--- config.mk ---
export PLATFORM = sky130hd
export DESIGN_NAME = axi_tx_arbiter
export DESIGN_NICKNAME = d
export VERILOG_FILES = /design/src/rtl/axi_tx_arbiter.sv
export SDC_FILE = /design/constraint.sdc
export NUM_CORES = 1
export LEC_CHECK = 0
export CORE_AREA = 2 2 286 288
export DETAILED_ROUTE_END_ITERATION = 16
export DIE_AREA = 0 0 288 290
export SLEW_MARGIN = 20
export SYNTH_ARGS = -nofsm -noshare
export SYNTH_HDL_FRONTEND = slang
export SYNTH_SLANG_ARGS = --single-unit
--- constraint.sdc ---
create_clock -name clk -period 1.85 [get_ports clk]
set_clock_uncertainty 0.15 [all_clocks]
set_input_delay 0.37 -clock clk [delete_from_list [all_inputs] [get_ports clk]]
set_output_delay 0.37 -clock clk [all_outputs]
set_load 0.1 [all_outputs]
--- src/rtl/axi_tx_arbiter.sv ---
// axi_tx_arbiter: round-robin, packet-locked arbiter sharing one AXI-stream tx channel
// between NUM_REQ requesters through a one-entry registered output stage.
// Optional build macro AXI_ARB_PRIO_EN: requester 0 gets strict priority at arbitration,
// the remaining requesters stay round-robin among themselves.
module axi_tx_arbiter #(
    parameter int unsigned NUM_REQ      = 4,
    parameter int unsigned t_data_bit   = 128,
    parameter int unsigned t_user_width = 16
) (
    input  logic                              clk,
    input  logic                              rst,
    input  logic [NUM_REQ-1:0]                req_valid,
    output logic [NUM_REQ-1:0]                req_ready,
    input  logic [NUM_REQ*t_data_bit-1:0]     req_data,
    input  logic [NUM_REQ*t_user_width-1:0]   req_user,
    input  logic [NUM_REQ-1:0]                req_last,
    output logic                              t_valid,
    input  logic                              t_ready,
    output logic [t_data_bit-1:0]             t_data,
    output logic [t_user_width-1:0]           t_user,
    output logic [$clog2(NUM_REQ)-1:0]        grant_id,
    output logic                              busy
);

    localparam int unsigned IdW = $clog2(NUM_REQ);

    typedef enum logic [0:0] {StIdle, StBusy} state_e;

    state_e                    state_q, state_d;
    logic [IdW-1:0]            grant_q, grant_d;
    logic [IdW-1:0]            rr_ptr_q, rr_ptr_d;
    logic                      t_valid_q;
    logic [t_data_bit-1:0]     t_data_q;
    logic [t_user_width-1:0]   t_user_q;

    logic [IdW-1:0]            pick;
    logic                      pick_found;
    logic [IdW-1:0]            scan_idx;
    logic [IdW-1:0]            grant_inc;
    logic                      stage_free;
    logic                      load;

    // Output stage can take a beat when empty or draining this cycle.
    assign stage_free = !t_valid_q || t_ready;
    assign load       = (state_q == StBusy) && req_valid[grant_q] && stage_free;
    assign grant_inc  = (grant_q == IdW'(NUM_REQ - 1)) ? '0 : grant_q + IdW'(1);

    // Arbitration: first valid requester scanning upward from rr_ptr with wrap.
    always_comb begin
        pick       = '0;
        pick_found = 1'b0;
        scan_idx   = '0;
`ifdef AXI_ARB_PRIO_EN
        if (req_valid[0]) begin
            pick       = '0;
            pick_found = 1'b1;
        end
`endif
        for (int unsigned k = 0; k < NUM_REQ; k++) begin
            scan_idx = IdW'((32'(rr_ptr_q) + k) % NUM_REQ);
`ifdef AXI_ARB_PRIO_EN
            // Requester 0 is handled above; the rest rotate among themselves.
            if (!pick_found && req_valid[scan_idx] && (scan_idx != '0)) begin
                pick       = scan_idx;
                pick_found = 1'b1;
            end
`else
            if (!pick_found && req_valid[scan_idx]) begin
                pick       = scan_idx;
                pick_found = 1'b1;
            end
`endif
        end
    end

    // Only the owner sees ready; t_ready reaches req_ready combinationally.
    always_comb begin
        req_ready = '0;
        if (state_q == StBusy) begin
            req_ready[grant_q] = stage_free;
        end
    end

    // Next-state logic: grant on entry to BUSY, release on accepted last beat.
    always_comb begin
        state_d  = state_q;
        grant_d  = grant_q;
        rr_ptr_d = rr_ptr_q;
        unique case (state_q)
            StIdle: begin
                if (pick_found) begin
                    grant_d = pick;
                    state_d = StBusy;
                end
            end
            StBusy: begin
                if (load && req_last[grant_q]) begin
                    state_d = StIdle;
`ifdef AXI_ARB_PRIO_EN
                    if (grant_q != '0) begin
                        rr_ptr_d = grant_inc;
                    end
`else
                    rr_ptr_d = grant_inc;
`endif
                end
            end
            default: state_d = StIdle;
        endcase
    end

    // FSM, grant and round-robin pointer registers.
    always_ff @(posedge clk) begin
        if (rst) begin
            state_q  <= StIdle;
            grant_q  <= '0;
            rr_ptr_q <= '0;
        end else begin
            state_q  <= state_d;
            grant_q  <= grant_d;
            rr_ptr_q <= rr_ptr_d;
        end
    end

    // Registered output stage: load wins over drain so back-to-back beats stay valid.
    always_ff @(posedge clk) begin
        if (rst) begin
            t_valid_q <= 1'b0;
            t_data_q  <= '0;
            t_user_q  <= '0;
        end else if (load) begin
            t_valid_q <= 1'b1;
            t_data_q  <= req_data[32'(grant_q) * t_data_bit +: t_data_bit];
            t_user_q  <= req_user[32'(grant_q) * t_user_width +: t_user_width];
        end else if (t_valid_q && t_ready) begin
            t_valid_q <= 1'b0;
        end
    end

    assign t_valid  = t_valid_q;
    assign t_data   = t_data_q;
    assign t_user   = t_user_q;
    assign grant_id = grant_q;
    assign busy     = (state_q == StBusy);

endmodule
======== After elaboration in Yosys (flattened, before gate mapping) ========
Cells that the tools add are included.
storage, ports and cells
  register bits after elaboration ......... 150
  latch bits .............................. 0
  RAM bits ................................ 0
  ROM bits ................................ 0
  input port bits ......................... 587
  output and inout bits ................... 152
  logic and storage cells ................. 66
  memories ................................ 0
operators by class
  add/subtract/negate cells ............... 4
  multipliers ............................. 0
  div/mod/pow operators ................... 0
  order comparisons ....................... 6
  equal/unequal tests ..................... 1
  shift operators ......................... 2
  muxes and demuxes ....................... 29
  bitwise operators ....................... 2
  reduce and logical (&&, ||, !) cells .... 16
operator list
  operator               number
  $shiftx A512 B10 Y128  1
  $shiftx A64 B7 Y16     1
  $lt A2 B3 Y1 const B   5
  $mux W1                15
  $bmux W1 S2            6
  $mux W2                5
  $logic_and A1 B1 Y1    8
  $add A2 B1 Y2 const B  2
  $add A2 B2 Y2 const B  2
  $and A4 B4 Y4          1
  $logic_not A1 Y1       4
  $mux W4                1
  $reduce_and A2 Y1      2
  $demux W1 S2           1
  $eq A2 B2 Y1 const B   1
  $ge A2 B1 Y1 const B   1
  $pmux W1 S2            1
  $reduce_bool A2 Y1     1
  $logic_or A1 B1 Y1     1
  $not A1 Y1             1

======== Depth between registers and ports, before layout ========
  word-level depth ........................ 14
  mapped depth ............................ 8
  gate-level depth less buffers ........... 4

======== Least setup slack after synthesis ========
No wires, ideal clock.
  kind .................................... reg-to-output
  from .................................... reg grant_q[0], in the netlist grant_id[0]
  to ...................................... out req_ready[2]
  arrival time ............................ 2.544 ns
  required time ........................... 1.330 ns
  path slack .............................. -1.214 ns
  stages on the path, launching flop included .. 6
  path buffers ............................ 2
  cell sequence ........................... dfxtp_1 buf_2 buf_1 inv_1 ha_1 and3_1
between the ends
  word-level cells in the longest chain between the ends .. 6
  elaborated cells between the ends (all ways) .. 7
  those cells by class .................... order compare (2); mux (3); bitwise (1); reduce/logical (1)
ends and longest elaborated chain
  what                                                                       line  source
  start: declaration                                                         30    logic [IdW-1:0] grant_q, grant_d;
  start signal: assignment                                                   120   grant_q <= grant_d;
  $lt A2 B3 Y1 (not written as such) / $ge A2 B1 Y1 (equally long branches)  80    req_ready[grant_q] = stage_free;
  $logic_and A1 B1 Y1 (not written as such)                                  80
  $mux W1 (not written as such)                                              80
  $demux W1 S2 (*)                                                           80
  $and A4 B4 Y4 (no line) (*)                                                n/a
  $mux W4 (*)                                                                79    if (state_q == StBusy) begin
  end: declaration                                                           13    output logic [NUM_REQ-1:0] req_ready,
Mark *: on every way between the ends. The rest lies on a longest branch, timed or not.

======== Worst setup path in the final report ========
  from .................................... reg grant_q[0], in the netlist grant_id[0]
  to ...................................... out req_ready[3]
The elaborated chain is that of the path after synthesis.

==> impl_results.md <==
- Final setup violation count: roughly 150
- Place WS: -0.548 ns
- Routed WL per cell: between 20 and 25 um
- R2R Path Start: grant_id[0]
- PortBufs: between 700 and 800
- Min Tclk post-route: about 2.1 ns
- Die area: ~84000 sq um
- Vias in the first global route: approximately 11000
- Synth Area per Inst: 10.3 sq um
- CTS Root Cell: clkbuf_16
- Slew margin rel.: 71.0%
- Final ANT Viol Nets: 0
- RSZ-0062 raised after global routing: true
- Clock Sinks: 150
- Final HPWL DP: 47300 um
- Layout net count: roughly 2300
- Clk buf depth: 2
- Compound-gate portion of the synthesized area: under 10%
- Status: complete, but fails checks
- GP Congestion: between 0.8 and 0.9
- Worst setup startpoint: grant_id[0]
- Worst setup margin: -0.255 ns
- Post-synthesis simple-gate area fraction: between 10% and 20%
- Violated checks: setup timing
- Drt total wl: around 62000 um
- Top Ports: about 740
- Worst vdd ir: between 0.7 and 0.8 mV
- Commonest cells after routing, fill and taps aside: clkdlybuf4s50_1 (584), buf_12 (192), mux4_2 (146), dfxtp_1 (146), a21oi_2 (138)
- Vias/cell: roughly 3.9
- Starting DRT DRC Count: 374
- Clock power frac: between 20% and 30%
- H-Tree Depth: 4
- DRC: 0
- Starting Density: 11.0%
- Area share of the largest cell type after synthesis: a little under two fifths
- Area delta synth->final: 164%
- Hold path startpoint: rst
- FF+latch count, synth: 150
- Cell Pwr Density: ~630 nW/um^2
- Gr usage total: a little over an eighth
- Mux contribution to synthesized area: between 30% and 40%
- Final Hold Viols: 0
- Worst Tran Pin Value: about 0.44 ns
- Fraction of layout cells with a size suffix above 1: 49.0%
- CTS tree: built
- Clock Latency Late Sink: around 0.47 ns
- Most common cell after layout, fill and taps aside: clkdlybuf4s50_1
- Max-cap viol count: 0
- Post-route design area: 23200 sq um
- Combinational Power Share: between 40% and 50%
- Core area: around 80000 sq um
- Die W: ~290 um
- Gr ovfl total: 0
- Startpoint types: flop
- CP Capture Type: output pin
- Largest family of logic cells by synthesized area: multiplexers
- Seq/Total Area, Yosys: 34.2%
- Critical path data arrival time: ~1.6 ns
- Vias: roughly 11000
- Max Clk Rate: 0.475 GHz
- Synth Warn #: 0
- Final hold slack: between 0.1 and 0.15 ns
- Post-synth design cell area: 8780 sq um
- First-pass DRT Iterations: 4
- Syn nets: 1444
- Maximum number of pins on one net before global-route repair: between 40 and 50
- # rows: around 100
- Initial antenna violation count: 18
- Clock Pin Slew Worst Setup and Hold Paths: roughly 0.07 ns
- Synth Area in XOR/XNOR: 0%
- Post-synthesis adder-cell area fraction: less than 1%
- Tcrit/Tclk final: 114%
- Syn Inst Count: between 800 and 900
- Crit Path Category: reg2out
- Area contributors post-synth: mux4_2 (37%), dfxtp_1 (34%), nand2_1 (13%)
- Die Y: 290 um
- CTS buffer count: 17
- Switching share of total power: 37.4%
- Sequential Power Share: between 20% and 30%
- CP max FO: 4
- Reported net switching power: around 5.4 mW
- Distinct cells, synth: 23
- Crit path required time: 1.33 ns
- P_leak: about 8.4 nW
- Internal power: between 9 and 10 mW
- Largest area contributor in the netlist: mux4_2
- First-pass GRT wire length: a little under 80000 um
- Area post-placement: a little under 20000 sq um
- Min-Delay Path Class: in2reg
- Slew Viols, Final: 0
-- final cells by class --
class | instances | area, sq um
timing repair buffer | 893 | 11200
fill | 8280 | 56900
sequential | 150 | 3020
tap | 1060 | 1330
clock buffer | 19 | 443
multi-input combinational | 615 | 7010
antenna | 7 | 17.5
inverter | 5 | 28.8
clock inverter | 13 | 170
-- final timing paths --
kind | slack [ns] | cells after the start | to
setup / recovery | -0.25 | 5 | req_ready[3]
hold / removal | 0.14 | 2 | t_data[61]
setup reg to reg | -0.24 | 7 | t_data[2]
hold reg to reg | 0.34 | 2 | t_data[67]
-- power groups by stage --
stage | sequential, mW | combinational, mW | clock (mW)
2_1_floorplan | 5.18 | 1.35 | 0
3_3_place_gp | 3.77 | 5.81 | 0
3_5_place_dp | 3.78 | 5.82 | 0
4_1_cts | 3.70 | 6.12 | 4.01
5_1_grt | 3.77 | 7.28 | 4.07
6_report | 3.75 | 6.99 | 3.80
-- state kept, by name, indices dropped and copies added, names as in the netlist --
signal / cells
t_user: 16
busy: 1
t_data: 128
t_valid: 1
rr_ptr_q: 2
grant_id: 2
-- cell usage after synthesis --
cell type    n
buf_6        7
ha_1         4
buf_4        9
inv_1        5
nand3_2      1
or4_1        1
a31o_2       1
mux2i_1      1
buf_1        4
a2111o_1     1
nand2b_1     3
nor2_1       3
nand4_1      1
mux4_2     146
clkbuf_1    39
nor3b_1      1
a21oi_1    152
and3_1       5
o22ai_1      1
dfxtp_1    150
or3_1        1
buf_2       24
nand2_1    293
-- cells by family (layout without fill, tap and decap cells) --
kind of cell	count (synthesis)	in the layout
other cells	0	7
fa+ha+maj	4	4
flops	150	150
simple gates	309	309
mux	147	147
compound gates	155	155
buf+inv	88	930
-- timing repair --
item	in CTS	in global routing
pin swaps	2	132
hold endpoints to repair	0	0
gates resized for setup	36	531
setup buffers	23	23
gates cloned	7	20
hold buffers	0	0
setup endpoints to repair	127	153
-- metrics by stage --
stage	setup TNS [ns]	util (%)	power (mW)	std cells
2_1_floorplan	-39.27	-	6.53	853
3_3_place_gp	-70.97	24.4	9.58	2658
3_5_place_dp	-73.85	24.4	9.60	2658
4_1_cts	-33.25	25.9	13.8	2720
5_1_grt	-37.08	29.0	15.1	2761
6_report	-28.12	29.0	14.5	2762
-- worst max-delay path, cell delays in order, from the launching register on --
cell and delay, ns:
dfxtp_4 0.37, buf_12 0.14, buf_4 0.13, ha_4 0.12, and3_4 0.18, buf_12 0.17
-- routing by layer --
metal | global-route usage [%] | wire (um) | vias up
met4 | 5.65 | 1830 | 6
met1 | 15.1 | 24200 | 5236
met5 | 0 | 34 | -
met3 | 5.40 | 5870 | 66
met2 | 22.1 | 30000 | 520
li1 | - | - | 4807
Power figures use the tool's default switching activity.
==> edit 1 (config.mk and constraints unchanged) <==
The option `AXI_ARB_PRIO_EN` is turned on by a define.
--- a/src/rtl/axi_tx_arbiter.sv
+++ b/src/rtl/axi_tx_arbiter.sv
@@ -2,6 +2,8 @@
 // between NUM_REQ requesters through a one-entry registered output stage.
 // Optional build macro AXI_ARB_PRIO_EN: requester 0 gets strict priority at arbitration,
 // the remaining requesters stay round-robin among themselves.
+`define AXI_ARB_PRIO_EN
+
 module axi_tx_arbiter #(
     parameter int unsigned NUM_REQ      = 4,
     parameter int unsigned t_data_bit   = 128,
Behaviour: not the same (a bounded check fails within 4 cycles, from zero or initial values and one cycle with rst high).
==> edit 1 against the unedited design <==
  * The run still ends with negative setup slack left
  * Global-route usage grew 0.75 points
  * Sequential cell count is the same
  * Clock power grew 1%
  * Setup slack lost 93 ps
  * Total power grew 17%
  * Fmax shrank 4.2%
  * Routed wire length grew 5.6%
  * Combinational power grew 32%
  * Final area grew 2.3%
  * Area after synthesis grew 2.3%
  * Non-clock buffer count grew 26
  * Critical endpoint is now t_data[75]
  * Largest power group unchanged
==> edit 1: results <==
power_and_ir_drop:
  clkPwrFrac_pct: 22.7
  swShare_pct: 41.0
  power_leakage_nw: 8.78
  ir_worst_vdd_mv: 0.705
status:
  violations: "negative setup slack"
  status: "finished with violations"
synth:
  synth_commonest_cells: "292 x nand2_1, 150 x dfxtp_1, 147 x a21oi_1, 147 x mux4_2, 53 x clkbuf_1"
  syn-num-nets: 1475
  synth_xor_area_share_pct: 0
  yosys_most_used_dff: "dfxtp_1"
  synth_mux_area_share_pct: 37.7
  yosys-top-cells-area: "mux4_2 37%, dfxtp_1 33%, nand2_1 12%"
  yosys.area_share.adder_pct: 1.11
  synth_cell_types: 35
  ys_seq_area_share_pct: 33.4
  synth-compound-area-share_pct: 9.58
global_route:
  grt_usage_pct: 14.1
  grt_pass1_wl_um: 82800
  use_met1_pct: 16.2
  antenna_found_initial: 12
  grt_max_degree: 60
  met3_usage_pct: 3.40
  grt_pass1_vias: 11300
  use_met2_pct: 26.0
layout:
  bufAreaShareNonClock_pct: 47.9
  seq_share_pct: 12.7
  clock_area_share_pct: 2.55
  diodes: 6
  layout.nets: 2330
  nNonClkInverters: 7
  signal_buffers: 919
  multi_input_area_share_pct: 31.0
  layout-drive-gt1-share_pct: 48.9
  nMultiInputCombCells: 640
drt:
  vias_per_cell: 3.93
  totalWireLength_um: 65500
  wl_met3_um: 4180
  wl_met1_um: 25100
  drt_iter0_drc: 343
  met2_length_um: 35200
worst_setup_path:
  critPathMaxFanout: 6
  worstSetupEndpoint: "t_data[75]"
  slowest_delay_ps: 590
  critPathKind: "flip-flop to flip-flop"
  r2r_cells: 8
  critPathSlowestCell: "mux4_2"
sta:
  finalSetupViolCount: 154
  tightest_slew_ps: 559
  whs_ps: 176
  worst_slack_ps: -348
placed_design:
  gp_congestion: 0.865
  place_area_mm2: 0.0199
  dpl.hpwl_um: 48900
hold_path:
  min_to: "t_data[77]"
edit 1: changes by cell type after synthesis, sizes merged, moves of 3 or more:
cell    before  now
or2          0    3
nor4         0    3
a21oi      152  147
buf         44   32
a211oi       0    3
mux2i        1    6
ha           4    8
clkbuf      39   53
edit 1: per-stage QoR:
stage / setup WS, ps / instances / util [%] / setup TNS [ps] / total power, mW
finish: -348 / 2814 / 29.6 / -34260 / 17.0
CTS: -325 / 2752 / 26.6 / -38620 / 16.0
global route: -409 / 2812 / 29.6 / -41800 / 17.7
detailed placement: -752 / 2683 / 24.8 / -79230 / 11.5
global placement: -705 / 2683 / 24.8 / -75190 / 11.4
floorplan: -350 / 880 / - / -46840 / 7.72
edit 1: what timing repair did:
action,4_1_cts,5_1_grt
hold buffers,0,0
cloned,13,26
endpoints found under the setup margin,152,155
buffers inserted,24,38
pin swaps,6,112
gates resized for setup,60,484
==> edit 2 (config.mk and constraints unchanged) <==
Without the edit above. Make the reset (`rst`) asynchronous in 2 clocked blocks.
--- a/src/rtl/axi_tx_arbiter.sv
+++ b/src/rtl/axi_tx_arbiter.sv
@@ -110,7 +110,7 @@
     end
 
     // FSM, grant and round-robin pointer registers.
-    always_ff @(posedge clk) begin
+    always_ff @(posedge clk or posedge rst) begin
         if (rst) begin
             state_q  <= StIdle;
             grant_q  <= '0;
@@ -123,7 +123,7 @@
     end
 
     // Registered output stage: load wins over drain so back-to-back beats stay valid.
-    always_ff @(posedge clk) begin
+    always_ff @(posedge clk or posedge rst) begin
         if (rst) begin
             t_valid_q <= 1'b0;
             t_data_q  <= '0;
Check against the original RTL: differs if rst is asserted again (counterexample within 4 cycles, from zero or initial values and one cycle with rst high); with rst held inactive, the same outputs for 4 cycles.
==> edit 2 against the unedited design <==
  * The run still ends with negative setup slack left
  * Synthesized cell count is 38% lower
  * Area after synthesis is 7.9% higher
  * Count of clock-buffer cells in the layout is 2 lower
  * Routed wire length is 20% lower
  * Setup slack worse by 240 ps
  * Sequential cell count stayed put
  * Final area is 5.1% lower
  * First-iteration DRC count is 12% lower
  * Largest cell class unchanged
Power is left out: it rests on default switching activity, and per cell area and clock period it moved more than threefold.
==> edit 2: results <==
synth:
  ys_seq_area_share_pct: 39.6
  synth_commonest_cells: "150 x dfrtp_1, 146 x mux4_2, 85 x mux2_2, 60 x mux2_4, 18 x clkbuf_1"
  synth-compound-area-share_pct: 0.620
  yosys.area_share.adder_pct: 0.528
  synthArstFlopShare_pct: 100
  yosys-top-cells-area: "dfrtp_1 40%, mux4_2 35%, mux2_2 10%"
hold_path:
  min_path_type: "input port to async pin"
cts:
  post_cts_buffers: 29
  ctsResizeCount: 61
status:
  status: "finished with violations"
  violations: "negative setup slack"
drt:
  totalWireLength_um: 49500
  vias_per_cell: 3.65
  wl_met3_um: 4530
  detail_route.wl_per_cell_um: 20.4
  drt_iter0_drc: 329
  drtPass1Iterations: 5
  wl_met1_um: 18700
placed_design:
  dpl.hpwl_um: 39800
  dp_cells: 2347
global_route:
  grt_usage_pct: 11.4
  antenna_found_initial: 6
  use_met2_pct: 19.9
  grt_max_degree: 56
  grt_pass1_wl_um: 67900
worst_setup_path:
  crit_arrival_ps: 2540
sta:
  worst_slack_ps: -498
  finalSetupViolCount: 153
  finalSetupTns_ps: -64240
layout:
  layout.nets: 1940
  layout-drive-gt1-share_pct: 44.7
  stdcell_area_mm2: 0.0220
  bufAreaShareNonClock_pct: 47.7
  nClkBuffers: 17
  nNonClkInverters: 6
  signal_buffers: 854
edit 2: cell count changes after synthesis, moves of 4 or more:
cell | unedited run | this run
nand2_1 | 293 | 3
dfxtp_1 | 150 | 0
buf_12 | 0 | 7
mux2_2 | 0 | 85
buf_6 | 7 | 0
buf_1 | 4 | 0
clkbuf_1 | 39 | 18
a21oi_1 | 152 | 2
buf_2 | 24 | 16
mux2_4 | 0 | 60
dfrtp_1 | 0 | 150
edit 2: final timing paths:
kind	startpoint	end	slack, ps	cells after the start
worst max-delay path	grant_id[0]	t_data[41]	-500	7
worst min-delay path	rst	t_valid	250	3
worst max register to register	grant_id[0]	t_data[41]	-500	7
worst min register to register	t_data[11]	t_data[11]	420	1
max in group asynchronous	rst	t_data[105]	980	3
min in group clk	t_data[11]	t_data[11]	420	1
edit 2: worst max-delay path, stage by stage (launching register included):
cell and delay [ps]:
dfrtp_4 510, buf_12 140, mux4_2 490, nand3_4 150, buf_12 160, clkbuf_16 170
buf_16 140, mux2_4 300
